### src/rtl/debounce_sync.sv
// debounce_sync: multi-channel input conditioner.
// Each channel passes a raw asynchronous level through a flop synchronizer
// and then through a stability counter. The debounced output q only flips
// after STABLE_CYCLES consecutive synchronized samples disagree with it.
// rise/fall are one-cycle pulses registered alongside q. busy is high while
// any channel has a qualification in progress.
//
// Build option: define DEBOUNCE_SYNC3_EN for a three-flop synchronizer
// (s1 -> s2 -> s3, filter fed from s3). All latencies grow by one clock.
// Ports and parameters are identical in both builds.
//
// Reset is asynchronous and active-low. It clears all state immediately,
// and its release is sampled by clk.

module debounce_sync #(
    parameter int WIDTH         = 4,
    parameter int STABLE_CYCLES = 8,
    parameter int CNT_W         = 4
) (
    input  logic             clk,
    input  logic             reset,
    input  logic [WIDTH-1:0] din,
    output logic [WIDTH-1:0] q,
    output logic [WIDTH-1:0] rise,
    output logic [WIDTH-1:0] fall,
    output logic             busy
);

    // Terminal count: a disagreeing sample seen while the counter holds this
    // value is the STABLE_CYCLES-th one in a row, so q flips on that edge.
    localparam logic [CNT_W-1:0] CNT_MAX = CNT_W'(STABLE_CYCLES - 1);

    // Synchronizer stages. These are deliberately plain flops with no logic
    // between them, so that a metastable first stage has a full cycle to
    // resolve before it is used.
    logic [WIDTH-1:0] s1_reg;
    logic [WIDTH-1:0] s2_reg;
`ifdef DEBOUNCE_SYNC3_EN
    logic [WIDTH-1:0] s3_reg;
`endif

    // Synchronized level that feeds the stability filter.
    logic [WIDTH-1:0] filt;

    // Per-channel counter-active flags, ORed together to form busy.
    logic [WIDTH-1:0] cnt_nz;

`ifdef DEBOUNCE_SYNC3_EN
    // Three-stage synchronizer for every channel.
    always_ff @(posedge clk or negedge reset) begin
        if (!reset) begin
            s1_reg <= '0;
            s2_reg <= '0;
            s3_reg <= '0;
        end else begin
            s1_reg <= din;
            s2_reg <= s1_reg;
            s3_reg <= s2_reg;
        end
    end

    assign filt = s3_reg;
`else
    // Two-stage synchronizer for every channel.
    always_ff @(posedge clk or negedge reset) begin
        if (!reset) begin
            s1_reg <= '0;
            s2_reg <= '0;
        end else begin
            s1_reg <= din;
            s2_reg <= s1_reg;
        end
    end

    assign filt = s2_reg;
`endif

    // One independent stability filter per channel.
    genvar gi;
    generate
        for (gi = 0; gi < WIDTH; gi++) begin : g_chan
            logic [CNT_W-1:0] cnt_reg;
            logic [CNT_W-1:0] cnt_next;
            logic             q_reg;
            logic             q_next;
            logic             rise_reg;
            logic             rise_next;
            logic             fall_reg;
            logic             fall_next;

            // Next-state decision. An agreeing sample discards all progress.
            // A disagreeing sample either advances the counter or, at the
            // terminal count, commits the new level and fires the matching
            // edge pulse. The counter is cleared on commit and therefore
            // never passes CNT_MAX.
            always_comb begin
                cnt_next  = cnt_reg;
                q_next    = q_reg;
                rise_next = 1'b0;
                fall_next = 1'b0;
                if (filt[gi] == q_reg) begin
                    cnt_next = '0;
                end else if (cnt_reg == CNT_MAX) begin
                    cnt_next  = '0;
                    q_next    = filt[gi];
                    rise_next = filt[gi];
                    fall_next = ~filt[gi];
                end else begin
                    cnt_next = cnt_reg + CNT_W'(1);
                end
            end

            // Counter, level and edge pulses all update on the same edge, so
            // the pulses line up exactly with the cycle in which q changes.
            always_ff @(posedge clk or negedge reset) begin
                if (!reset) begin
                    cnt_reg  <= '0;
                    q_reg    <= 1'b0;
                    rise_reg <= 1'b0;
                    fall_reg <= 1'b0;
                end else begin
                    cnt_reg  <= cnt_next;
                    q_reg    <= q_next;
                    rise_reg <= rise_next;
                    fall_reg <= fall_next;
                end
            end

            assign q[gi]      = q_reg;
            assign rise[gi]   = rise_reg;
            assign fall[gi]   = fall_reg;
            assign cnt_nz[gi] = |cnt_reg;
        end
    endgenerate

    // busy is decoded directly from the counter registers, with no extra flop.
    assign busy = |cnt_nz;

endmodule

### config.mk
export PLATFORM = sky130hd
export DESIGN_NAME = debounce_sync
export DESIGN_NICKNAME = d
export VERILOG_FILES = /design/src/rtl/debounce_sync.sv
export SDC_FILE = /design/constraint.sdc
export NUM_CORES = 1
export LEC_CHECK = 0
export BUFFER_PORTS_ARGS = -buffer_cell sky130_fd_sc_hd__clkbuf_2
export CORE_ASPECT_RATIO = 0.7
export CORE_MARGIN = 4
export CORE_UTILIZATION = 37
export DETAILED_ROUTE_END_ITERATION = 12
export PLACE_DENSITY = 0.67
export SETUP_SLACK_MARGIN = 0.3
export SYNTH_ARGS = -nofsm -noshare
export SYNTH_HDL_FRONTEND = slang
export SYNTH_SLANG_ARGS = --single-unit
### constraint.sdc
create_clock -name clk -period 1.8 [get_ports clk]
set_clock_uncertainty 0.1 [all_clocks]
set_input_delay 0.27 -clock clk [delete_from_list [all_inputs] [get_ports clk]]
set_output_delay 0.27 -clock clk [all_outputs]
set_load 0.05 [all_outputs]
==> reports/metrics.yaml <==
grt_use_total_pct: 11.5
crit_family: "flip-flops"
nets: 172
cp-start-kind: "flop"
slowest_stage: "dfrtp_1"
fin_area_um2: 2030
crit_path_end_kind: "primary output"
synthesis.nets: 138
grt_pass1_vias: 1050
cellLeakagePower_nw: 1.11
worstPathRequired_ns: 1.43
largest_reg_flops: 16
grt_overflow: 0
tightest_slew_ns: 0.612
critPathBufInv: 2
die_y_um: 62.8
drv_cap: 0
min-delay-path-class: "reg2reg"
setup_viol: 0
clock.fmax_ghz: 0.573
synth_top_cell_by_area: "dfrtp_1"
cpPeakStageDelay_ns: 0.40
hold_violations: 0
vias_per_cell: 4.56
initial_core_util_pct: 39.5
nFillCells: 337
post-synth-top-count-cell: "dfrtp_1"
cp.arrival_ns: 1.37
worstPathCellList: "inv_1 -> ha_4 -> and4bb_2 -> nand3_2 -> buf_8"
vias: 957
cts_tree: "yes"
status: "complete, no violations"
top_usage_layer: "met2"
grt_antenna_before_repair: 0
cts_max_level: 2
clock-sinks: 36
place_area_um2: 1680
diodes: 0
p_per_area_nw_per_um2: 1430
syn_area_um2: 1590
dr.pass1.iters: 4
clockBufferDepth: 2
rows: 19
final.setup.tns_ns: 0
cts_buffers: 5
maxSlewHeadroom_pct: 59.2
async_flop_share_pct: 100
clkLatencyLatePin_ns: 0.29
grt_start_max_net_pins: 26
report.final.slew_viol_count: 0
numPlacedInstances: 184
path_clk_slew_ns: 0.07
routed_wl_um: 2860
postRouteAntennaNets: 0
grtUsageMet3_pct: 4.22
synth_cells: 124
gr-usage-met2_pct: 19.3
synth_edf_count: 0
fin_crit_sh_pct: 96.9
boundaryPins: 19
synth_ff_type: "dfrtp_1"
synth-warning-count: 0
setup_ws_ns: 0.0554
io_buffer_count: 18
die_area_um2: 5420
peakVddDrop_uv: 741
synthTopCellsByArea: "dfrtp_1 57%, ha_1 6.3%, buf_4 5.7%"
drt_iter0_markers: 71
yosysSeqAreaShare_pct: 56.8
routedWlPerCell_um: 13.6
post-dp-hpwl_um: 1730
finalWeightedCongestion: 0.672
yosysTopAreaCellShare_pct: 56.8
yosys-top-cells-count: "36 x dfrtp_1, 16 x nor2_1, 12 x buf_4"
instances_no_fill: 210
die_w_um: 86.3
postSynthAreaPerCell_um2: 12.8
area_growth_pct: 27.8
core-area_um2: 4020
crit_fanout: 2
post-route-min-period_ns: 1.74
ys_types: 15
fin_hold_ws_ns: 0.249
pre_cts_ws_ns: 0.219
crit_type: "reg2out"
cts-root-buf: "clkbuf_8"
drc: 0
grt_pass1_wl_um: 4790
ys_ff_latch: 36
grtUsageMet1_pct: 12.7
rsz0062_at_grt: "yes"
drive_gt1_share_pct: 40.5
==> worst register-to-register path, cell delays in order, from the launching register on <==
cell	delay, ns
dfrtp_1	0.39
buf_4	0.14
buf_4	0.14
ha_4	0.17
nand3b_4	0.11
mux2_4	0.30
==> cells in the final DEF, fill, tap and decap left out, drive strengths merged <==
cell	count
dfrtp	36
clkbuf	24
buf	17
nor2	16
xnor2	8
nor3b	8
inv	8
ha	8
dlygate4sd3	5
nand3	5
nor2b	4
nand3b	4
nand2	4
mux2i	4
mux2	4
nor4b	2
and4bb	1
==> metal layers <==
| metal | up-vias | wire length [µm] |
|---|---|---|
| met1 | 469 | 1210 |
| met5 | - | 0 |
| met4 | 0 | 108 |
| li1 | 456 | - |
| met2 | 18 | 1430 |
| met3 | 14 | 117 |
==> worst paths after layout <==
check                      cells past startpoint  slack (ns)                   end                 start
max in group asynchronous                      3        0.62  g_chan[0].cnt_reg[2]                 reset
hold reg to reg                                0        0.25               filt[2]             s1_reg[2]
setup reg to reg                               5        0.34       g_chan[1].q_reg  g_chan[1].cnt_reg[0]
setup / recovery                               5        0.06                  busy  g_chan[1].cnt_reg[1]
min in group asynchronous                      2        0.42  g_chan[1].cnt_reg[1]                 reset
hold / removal                                 0        0.25               filt[2]             s1_reg[2]
==> final cells by class <==
cell class / count / area (µm²) / area share [%]
repair buffers: 39 / 270 / 13.3
well taps: 52 / 65.1 / 3.21
clock buffers: 7 / 96.3 / 4.75
multi-input cells: 68 / 663 / 32.7
inverters: 8 / 30.0 / 1.48
flip-flops and latches: 36 / 902 / 44.5
==> power breakdown <==
part | total [mW] | switching, mW | internal, mW
Clock | 0.614 | 0.273 | 0.341
Sequential | 1.14 | 0.178 | 0.964
Combinational | 1.15 | 0.575 | 0.571
Total | 2.90 | 1.03 | 1.88
==> metrics by stage <==
step	utilization (%)	total power, mW
5_1_grt	50.5	3.07
2_1_floorplan	-	1.79
3_5_place_dp	41.9	1.93
6_report	50.5	2.90
4_1_cts	48.6	2.77
3_3_place_gp	41.9	1.88
==> cell families after synthesis <==
family	after synthesis	synth area share (%)
flops	36	56.8
buf+inv	20	7.57
xor+xnor	8	4.42
mux	8	6.31
simple gates	44	18.6
fa+ha+maj	8	6.31
==> repair_timing <==
item,CTS,global route
pin swaps,2,2
hold buffers,5,0
hold endpoints to repair,27,0
buffers inserted,9,5
resized for setup,12,9
setup endpoints to repair,1,1
(Power assumes the default switching activity.)
